## src/rtl/floating_point_div.sv

```systemverilog
// floating_point_div
//   Iterative IEEE-754 divider (default binary32), round-to-nearest-even.
//   One quotient bit per cycle and one operation in flight. The result
//   appears FRAC_WIDTH+6 edges after the accepting edge. Special operands
//   travel through the same states so that the latency never changes.
//
// Ports
//   clkIn       clock, rising edge
//   rstIn       asynchronous active-low reset
//   dataAIn     dividend {sign, exp, mantissa}
//   dataBIn     divisor
//   validIn     operand strobe, accepted while readyOut=1
//   readyOut    block is idle and can accept an operation
//   dataOut     quotient, held until the next result
//   validOut    one-cycle result strobe
//   divZeroOut  finite nonzero / zero, qualified by validOut
//
// state | meaning
// ------+--------------------------------------------------------------
// IDLE  | readyOut=1, operands captured on validIn
// PREP  | unpack, normalise subnormals, classify specials, form exponent
// DIV   | restoring division, FRAC_WIDTH+3 quotient bits
// NORM  | one-bit normalise, right shift into the subnormal range
// ROUND | round to nearest even, pack, pulse validOut
module floating_point_div #(
    parameter int  FRAC_WIDTH = 24,
    parameter int  EXP_WIDTH  = 8,
    localparam int DATA_WIDTH = FRAC_WIDTH + EXP_WIDTH
) (
    input  logic                  clkIn,
    input  logic                  rstIn,
    input  logic [DATA_WIDTH-1:0] dataAIn,
    input  logic [DATA_WIDTH-1:0] dataBIn,
    input  logic                  validIn,
    output logic                  readyOut,
    output logic [DATA_WIDTH-1:0] dataOut,
    output logic                  validOut,
    output logic                  divZeroOut
);

    localparam int MAN_W   = FRAC_WIDTH - 1;
    localparam int QW      = FRAC_WIDTH + 3;
    localparam int SE_W    = EXP_WIDTH + 2;
    localparam int CNT_W   = $clog2(FRAC_WIDTH + 3);
    localparam int LZ_W    = $clog2(FRAC_WIDTH);
    localparam int SH_W    = $clog2(QW);
    localparam int BIAS    = 2**(EXP_WIDTH-1) - 1;
    localparam int EXP_MAX = 2**EXP_WIDTH - 1;

    typedef enum logic [2:0] {S_IDLE, S_PREP, S_DIV, S_NORM, S_ROUND} state_t;

    typedef struct packed {
        logic [FRAC_WIDTH-1:0] sig;
        logic [SE_W-1:0]       exp;
    } unpacked_t;

    state_t                 state_q, state_d;
    logic [DATA_WIDTH-1:0]  op_a_q, op_a_d, op_b_q, op_b_d;
    logic                   sign_q, sign_d;
    logic [SE_W-1:0]        exp_q, exp_d;
    logic [FRAC_WIDTH-1:0]  sig_b_q, sig_b_d;
    logic [FRAC_WIDTH:0]    rem_q, rem_d;
    logic [QW-1:0]          quo_q, quo_d;
    logic [CNT_W-1:0]       cnt_q, cnt_d;
    logic                   sticky_q, sticky_d;
    logic                   nan_q, nan_d, inf_q, inf_d, zero_q, zero_d, dz_q, dz_d;
    logic [DATA_WIDTH-1:0]  data_out_q, data_out_d;
    logic                   div_zero_out_q, div_zero_out_d;
    logic                   valid_out_q, valid_out_d;

    // leading-zero count of a significand (priority encoder)
    function automatic logic [LZ_W-1:0] lzc(input logic [FRAC_WIDTH-1:0] v);
        logic [LZ_W-1:0] n;
        n = '0;
        for (int i = 0; i < FRAC_WIDTH; i++) begin
            if (v[i]) n = LZ_W'(FRAC_WIDTH - 1 - i);
        end
        return n;
    endfunction

    // subnormals get implicit bit 0 and effective exponent 1, then are
    // left-aligned so the divider always sees a significand in [1,2)
    function automatic unpacked_t unpack(input logic [DATA_WIDTH-1:0] v);
        unpacked_t             u;
        logic [EXP_WIDTH-1:0]  e;
        logic [EXP_WIDTH-1:0]  e_eff;
        logic [FRAC_WIDTH-1:0] s;
        logic [LZ_W-1:0]       lz;
        e     = v[DATA_WIDTH-2 -: EXP_WIDTH];
        e_eff = (e == '0) ? EXP_WIDTH'(1) : e;
        s     = {(e != '0), v[MAN_W-1:0]};
        lz    = lzc(s);
        u.sig = s << lz;
        u.exp = {2'b00, e_eff} - {{(SE_W-LZ_W){1'b0}}, lz};
        return u;
    endfunction

    // ---------------- PREP datapath ----------------
    unpacked_t       ua, ub;
    logic [SE_W-1:0] exp_div;
    logic            a_nan, a_inf, a_zero, b_nan, b_inf, b_zero;

    always_comb begin
        logic a_ones, b_ones, a_man, b_man;
        ua      = unpack(op_a_q);
        ub      = unpack(op_b_q);
        exp_div = ua.exp - ub.exp + SE_W'(BIAS);
        a_ones  = &op_a_q[DATA_WIDTH-2 -: EXP_WIDTH];
        b_ones  = &op_b_q[DATA_WIDTH-2 -: EXP_WIDTH];
        a_man   = |op_a_q[MAN_W-1:0];
        b_man   = |op_b_q[MAN_W-1:0];
        a_nan   = a_ones & a_man;
        a_inf   = a_ones & ~a_man;
        a_zero  = ~(|op_a_q[DATA_WIDTH-2:0]);
        b_nan   = b_ones & b_man;
        b_inf   = b_ones & ~b_man;
        b_zero  = ~(|op_b_q[DATA_WIDTH-2:0]);
    end

    // ---------------- DIV datapath ----------------
    logic                div_ge;
    logic [FRAC_WIDTH:0] rem_sub;

    always_comb begin
        div_ge  = rem_q >= {1'b0, sig_b_q};
        rem_sub = div_ge ? (rem_q - {1'b0, sig_b_q}) : rem_q;
    end

    // ---------------- NORM datapath ----------------
    logic [QW-1:0]   norm_q1, norm_q2;
    logic [SE_W-1:0] norm_e1, norm_e2, norm_sh_full;
    logic [SH_W-1:0] norm_sh;
    logic [2*QW-1:0] norm_ext;
    logic            norm_lost;

    always_comb begin
        norm_q1      = quo_q[QW-1] ? quo_q : {quo_q[QW-2:0], 1'b0};
        norm_e1      = quo_q[QW-1] ? exp_q : exp_q - SE_W'(1);
        norm_sh_full = SE_W'(1) - norm_e1;
        norm_sh      = (norm_sh_full > SE_W'(QW-1)) ? SH_W'(QW-1) : SH_W'(norm_sh_full);
        norm_ext     = {norm_q1, {QW{1'b0}}} >> norm_sh;
        norm_q2      = norm_q1;
        norm_e2      = norm_e1;
        norm_lost    = 1'b0;
        // exponent <= 0: move into the subnormal range, keep lost bits as sticky
        if (norm_e1[SE_W-1] || (norm_e1 == '0)) begin
            norm_q2   = norm_ext[2*QW-1:QW];
            norm_lost = |norm_ext[QW-1:0];
            norm_e2   = '0;
        end
    end

    // ---------------- ROUND datapath ----------------
    logic [MAN_W:0]        rnd_sum;
    logic [SE_W-1:0]       rnd_exp;
    logic                  rnd_up, rnd_ovf;
    logic [DATA_WIDTH-1:0] rnd_pack;

    always_comb begin
        // q[QW-1] implicit, q[QW-2:3] mantissa, q[2] guard, q[1:0] sticky
        rnd_up  = quo_q[2] & (quo_q[3] | quo_q[1] | quo_q[0] | sticky_q);
        rnd_sum = {1'b0, quo_q[QW-2:3]} + {{MAN_W{1'b0}}, rnd_up};
        // mantissa carry bumps the exponent (also subnormal -> normal)
        rnd_exp = exp_q + {{(SE_W-1){1'b0}}, rnd_sum[MAN_W]};
        rnd_ovf = ~rnd_exp[SE_W-1] & (rnd_exp >= SE_W'(EXP_MAX));
        if (nan_q) begin
            rnd_pack = {1'b0, {EXP_WIDTH{1'b1}}, 1'b1, {(MAN_W-1){1'b0}}};
        end else if (inf_q || (!zero_q && rnd_ovf)) begin
            rnd_pack = {sign_q, {EXP_WIDTH{1'b1}}, {MAN_W{1'b0}}};
        end else if (zero_q) begin
            rnd_pack = {sign_q, {(DATA_WIDTH-1){1'b0}}};
        end else begin
            rnd_pack = {sign_q, rnd_exp[EXP_WIDTH-1:0], rnd_sum[MAN_W-1:0]};
        end
    end

    // ---------------- FSM ----------------
    always_comb begin
        state_d        = state_q;
        op_a_d         = op_a_q;
        op_b_d         = op_b_q;
        sign_d         = sign_q;
        exp_d          = exp_q;
        sig_b_d        = sig_b_q;
        rem_d          = rem_q;
        quo_d          = quo_q;
        cnt_d          = cnt_q;
        sticky_d       = sticky_q;
        nan_d          = nan_q;
        inf_d          = inf_q;
        zero_d         = zero_q;
        dz_d           = dz_q;
        data_out_d     = data_out_q;
        div_zero_out_d = div_zero_out_q;
        valid_out_d    = 1'b0;
        case (state_q)
            S_IDLE: begin
                if (validIn) begin
                    op_a_d  = dataAIn;
                    op_b_d  = dataBIn;
                    state_d = S_PREP;
                end
            end
            S_PREP: begin
                sign_d  = op_a_q[DATA_WIDTH-1] ^ op_b_q[DATA_WIDTH-1];
                exp_d   = exp_div;
                sig_b_d = ub.sig;
                rem_d   = {1'b0, ua.sig};
                quo_d   = '0;
                cnt_d   = CNT_W'(FRAC_WIDTH + 2);
                nan_d   = a_nan | b_nan | (a_zero & b_zero) | (a_inf & b_inf);
                inf_d   = ~nan_d & (a_inf | b_zero);
                dz_d    = ~nan_d & ~a_inf & b_zero;
                zero_d  = ~nan_d & ~inf_d & (a_zero | b_inf);
                state_d = S_DIV;
            end
            S_DIV: begin
                rem_d = rem_sub << 1;
                quo_d = {quo_q[QW-2:0], div_ge};
                if (cnt_q == '0) begin
                    state_d = S_NORM;
                end else begin
                    cnt_d = cnt_q - CNT_W'(1);
                end
            end
            S_NORM: begin
                quo_d    = norm_q2;
                exp_d    = norm_e2;
                sticky_d = (|rem_q) | norm_lost;
                state_d  = S_ROUND;
            end
            S_ROUND: begin
                data_out_d     = rnd_pack;
                div_zero_out_d = dz_q;
                valid_out_d    = 1'b1;
                state_d        = S_IDLE;
            end
            default: state_d = S_IDLE;
        endcase
    end

    always_ff @(posedge clkIn or negedge rstIn) begin
        if (!rstIn) begin
            state_q        <= S_IDLE;
            op_a_q         <= '0;
            op_b_q         <= '0;
            sign_q         <= 1'b0;
            exp_q          <= '0;
            sig_b_q        <= '0;
            rem_q          <= '0;
            quo_q          <= '0;
            cnt_q          <= '0;
            sticky_q       <= 1'b0;
            nan_q          <= 1'b0;
            inf_q          <= 1'b0;
            zero_q         <= 1'b0;
            dz_q           <= 1'b0;
            data_out_q     <= '0;
            div_zero_out_q <= 1'b0;
            valid_out_q    <= 1'b0;
        end else begin
            state_q        <= state_d;
            op_a_q         <= op_a_d;
            op_b_q         <= op_b_d;
            sign_q         <= sign_d;
            exp_q          <= exp_d;
            sig_b_q        <= sig_b_d;
            rem_q          <= rem_d;
            quo_q          <= quo_d;
            cnt_q          <= cnt_d;
            sticky_q       <= sticky_d;
            nan_q          <= nan_d;
            inf_q          <= inf_d;
            zero_q         <= zero_d;
            dz_q           <= dz_d;
            data_out_q     <= data_out_d;
            div_zero_out_q <= div_zero_out_d;
            valid_out_q    <= valid_out_d;
        end
    end

    assign readyOut   = (state_q == S_IDLE);
    assign dataOut    = data_out_q;
    assign validOut   = valid_out_q;
    assign divZeroOut = div_zero_out_q;

endmodule

```

## config.mk

```make
export PLATFORM = sky130hd
export DESIGN_NAME = floating_point_div
export DESIGN_NICKNAME = d
export VERILOG_FILES = /design/src/rtl/floating_point_div.sv
export SDC_FILE = /design/constraint.sdc
export NUM_CORES = 1
export LEC_CHECK = 0
export CORE_MARGIN = 2
export CORE_UTILIZATION = 40
export CTS_CLUSTER_SIZE = 12
export DETAILED_ROUTE_END_ITERATION = 10
export GPL_TIMING_DRIVEN = 0
export HOLD_SLACK_MARGIN = 0.12
export PLACE_DENSITY = 0.64
export SETUP_SLACK_MARGIN = 0.05
export SYNTH_ARGS = -nofsm -noshare
export SYNTH_HDL_FRONTEND = slang
export SYNTH_SLANG_ARGS = --single-unit
```

## constraint.sdc

```tcl
create_clock -name clkIn -period 6.72 [get_ports clkIn]
set_input_delay 0.672 -clock clkIn [delete_from_list [all_inputs] [get_ports clkIn]]
set_output_delay 0.672 -clock clkIn [all_outputs]
set_load 0.005 [all_outputs]
```

==> run_results.csv <==
group,metric,value,unit
logic_synthesis,synth.area.top_cells,"dfrtp_1, mux2i_1, mux2_2",
floorplan,dieArea,0.04231,mm^2
clocking,ctsHoldBuffers,0,
finish,drive_above_1_share,7.918,%
finish,nets,2220,
timing,fin_crit_sh,96.28,%
clocking,htreeDepth,4,
setup_path,cp_max_fo,10,
logic_synthesis,yosys.area.top_type,"dfrtp_1",
clocking,clk_latency,460,ps
grt,grt_pass1_vias,15740,
setup_path,cpMaxStageDelayCell,"dfrtp_1",
timing,tightest_slew,1272,ps
status,status,"finished, final reports clean",
floorplan,rows,73,
finish,area_growth,14.25,%
floorplan,die_w,205.7,um
logic_synthesis,yosys_most_used_dff,"dfrtp_1",
worst_hold_path,holdCritPathClass,"in2async",
logic_synthesis,seq_area_frac_synth,30.45,%
route,postRouteAntennaNets,0,
grt,grt_max_degree,119,
placed_design,dp_hpwl,45.75,mm
logic_synthesis,netlist.area_leader.share,30.45,%
clocking,cts-root-buf,"clkbuf_16",
clocking,clkSinkCount,198,
clocking,cts_tree,"yes",
route,drc,0,
logic_synthesis,synth_seq_cells,198,
logic_synthesis,synth.avg_cell_area,8.235,um^2
timing,setup_viol,0,
grt,antenna_found_initial,0,
floorplan,die-height,205.7,um
route,num_vias,15920,
setup_path,crit_chain,"clkbuf_2 > inv_1 > ha_1 > nand2b_1 > and2_2 > inv_1 > ha_1 > and3_1 > o21ai_1 > mux2i_4 > a2111oi_4 > buf_4 > mux2_1 > mux2i_1 > a2bb2oi_1 > o221ai_1 > nor4_2 > a31oi_1 > o41ai_2 > a31oi_1",
run,cap_violations,0,
logic_synthesis,yosysWarnings,0,
logic_synthesis,postSynthCellCount,1976,
setup_path,crit_family,"compound AO/OA/AOI/OAI gates",
setup_path,path_class,"reg2reg",
logic_synthesis,ys_types,92,
logic_synthesis,synth_edf_count,0,
route,wirelength,58.69,mm
power_and_ir_drop,total_power,10.12,mW
clocking,clock_path_buffers,2,
timing,grt_setup_unrepaired,"no",
setup_path,cp_slowest_stage_delay,500,ps
power_and_ir_drop,max-vdd-ir-drop,0.0002533,V
timing,maxSlewHeadroom,14.58,%
timing,max_clock_freq,0.1546,GHz
route,avgRoutedWirePerCell,22.28,um
finish,n_fill_cell,3958,
logic_synthesis,yosys-top-cells-count,"nand2_1, dfrtp_1, nor2_1",
placed_design,place_congestion,1.002,
route,viasPerCell,6.043,
grt,gr-total-overflow,0,
grt,grt_pass1_wl,91.47,mm
clocking,postCtsSetupBuffers,0,
timing,slew_violations,0,
setup_path,crit_buf_inv,4,
route,drtIter0Drc,1268,
logic_synthesis,ys_async_sr_fraction,100.0,%
finish,post-route-util,46.58,%
floorplan,core_area,0.03991,mm^2
logic_synthesis,syn-cell-area,0.01627,mm^2
placed_design,numPortBuffers,101,
floorplan,boundaryPins,102,
timing,hold_slack,172.6,ps
logic_synthesis,syn_nets,2100,
setup_path,cp_data_arrival_time,6800,ps
setup_path,crit_required,7050,ps
finish,n_antenna_cell,0,
power_and_ir_drop,powerDensity,544.4,mW/mm^2
power_and_ir_drop,leakagePower,7.650,nW
floorplan,start_util,40.77,%
grt,gr-usage-all-layers,28.16,%
clocking,cts_buffers,17,
logic_synthesis,synth_most_common_cell,"nand2_1",
clocking,clk_pin_slew_worst_paths,80,ps
timing,min_period,6470,ps
route,dr.pass1.iters,6,
timing,clock_skew,10.29,ps
timing,final-hold-violation-count,0,
setup_path,crit_path_end_kind,"flop",
setup_path,cp-start-kind,"flop",
## cell type report
cell class / count / area [um^2] / share of cell area [%]
multi-input combinational: 1558 / 10490 / 56.39
sequential: 198 / 4955 / 26.65
timing repair buffer: 102 / 1044 / 5.612
tap: 525 / 656.9 / 3.533
buffer: 142 / 578.1 / 3.109
clock buffer: 20 / 466.7 / 2.510
inverter: 77 / 289.0 / 1.555
clock inverter: 12 / 118.9 / 0.6393
## layer usage
| layer | global-route usage, % | up-vias | wire length (um) |
|---|---|---|---|
| met5 | 0 | - | 0 |
| li1 | - | 7420 | - |
| met3 | 3.500 | 129 | 3406 |
| met1 | 35.91 | 7718 | 24830 |
| met4 | 14.54 | 0 | 3014 |
| met2 | 46.71 | 649 | 27440 |
## final timing paths
| kind | startpoint | endpoint | slack, ps | cells past startpoint |
|---|---|---|---|---|
| min in group clkIn | dataOut[31] | dataOut[31] | 470 | 2 |
| worst max-delay path | exp_q[0] | sticky_q | 250 | 20 |
| max in group asynchronous | rstIn | sig_b_q[9] | 5490 | 2 |
| worst min register to register | dataOut[31] | dataOut[31] | 470 | 2 |
| worst max register to register | exp_q[0] | sticky_q | 250 | 20 |
| worst min-delay path | rstIn | dataOut[22] | 170 | 1 |
## power breakdown
| part | total [mW] | internal [mW] | switching (mW) |
|---|---|---|---|
| logic | 6.77 | 2.64 | 4.13 |
| registers | 2.29 | 1.73 | 0.563 |
| clock network | 1.06 | 0.548 | 0.510 |
## flip-flops by register name, summed over array words and instances, names as in the netlist
signal,count
op_a_q,32
state_q,3
nan_q,1
inf_q,1
rem_q,25
dz_q,1
sign_q,1
sig_b_q,24
quo_q,27
op_b_q,32
sticky_q,1
cnt_q,5
dataOut,32
zero_q,1
exp_q,10
validOut,1
divZeroOut,1
## cell families (layout without fill, tap and decap cells)
logic type / count (synthesis) / in the layout / share of synthesized area (%)
muxes: 218 / 218 / 14.19
xor gates and xnor gates: 75 / 75 / 4.083
AOI/OAI and AO/OA: 558 / 558 / 22.37
buffers and inverters: 220 / 353 / 5.336
adders and majority gates: 57 / 57 / 4.475
DFF: 198 / 198 / 30.45
and+or+nand+nor: 650 / 650 / 19.10
## placed cells by master, fill, tap and decap left out, types with 18 or more instances in the layout
master	netlist	final
and3_1	30	30
xnor2_1	44	44
nor3_1	36	36
dfrtp_1	198	198
o211ai_1	22	22
nor4_1	22	22
nand2_1	217	217
mux2i_1	137	137
ha_1	55	55
nand2b_1	18	18
a21oi_1	139	139
mux2_2	76	76
a211oi_1	22	22
clkbuf_1	114	111
xor2_1	30	30
clkdlybuf4s50_1	0	100
nor2b_1	27	27
o21ai_0	148	148
a31oi_1	22	22
nand3_1	48	48
nor2_1	169	169
inv_1	75	75
o221ai_1	21	21
## timing repair
action	4_1_cts	5_1_grt
gates resized for setup	4	2
gates cloned	0	0
setup endpoints to repair	23	1
## worst register-to-register path, delay by kind of cell (launching register included)
family / cells / cell delay, ps
and+or+nand+nor: 4 / 1050
buffers and inverters: 4 / 1240
DFF: 1 / 500
adders and majority gates: 2 / 680
muxes: 3 / 920
AOI/OAI and AO/OA: 7 / 1950
## through the flow
step | instances | cell area [um^2] | TNS, ps | setup WS (ps)
after floorplan | 1976 | 16270 | 0 | 1546
after global placement | 2602 | 17940 | -682060 | -3457
after detailed placement | 2603 | 17980 | -4604 | -630.8
after CTS | 2634 | 18570 | 0 | 249.8
after global routing | 2634 | 18590 | 0 | 53.85
final | 2634 | 18590 | 0 | 250.3
Note: power is estimated with default switching activity, not from simulation.
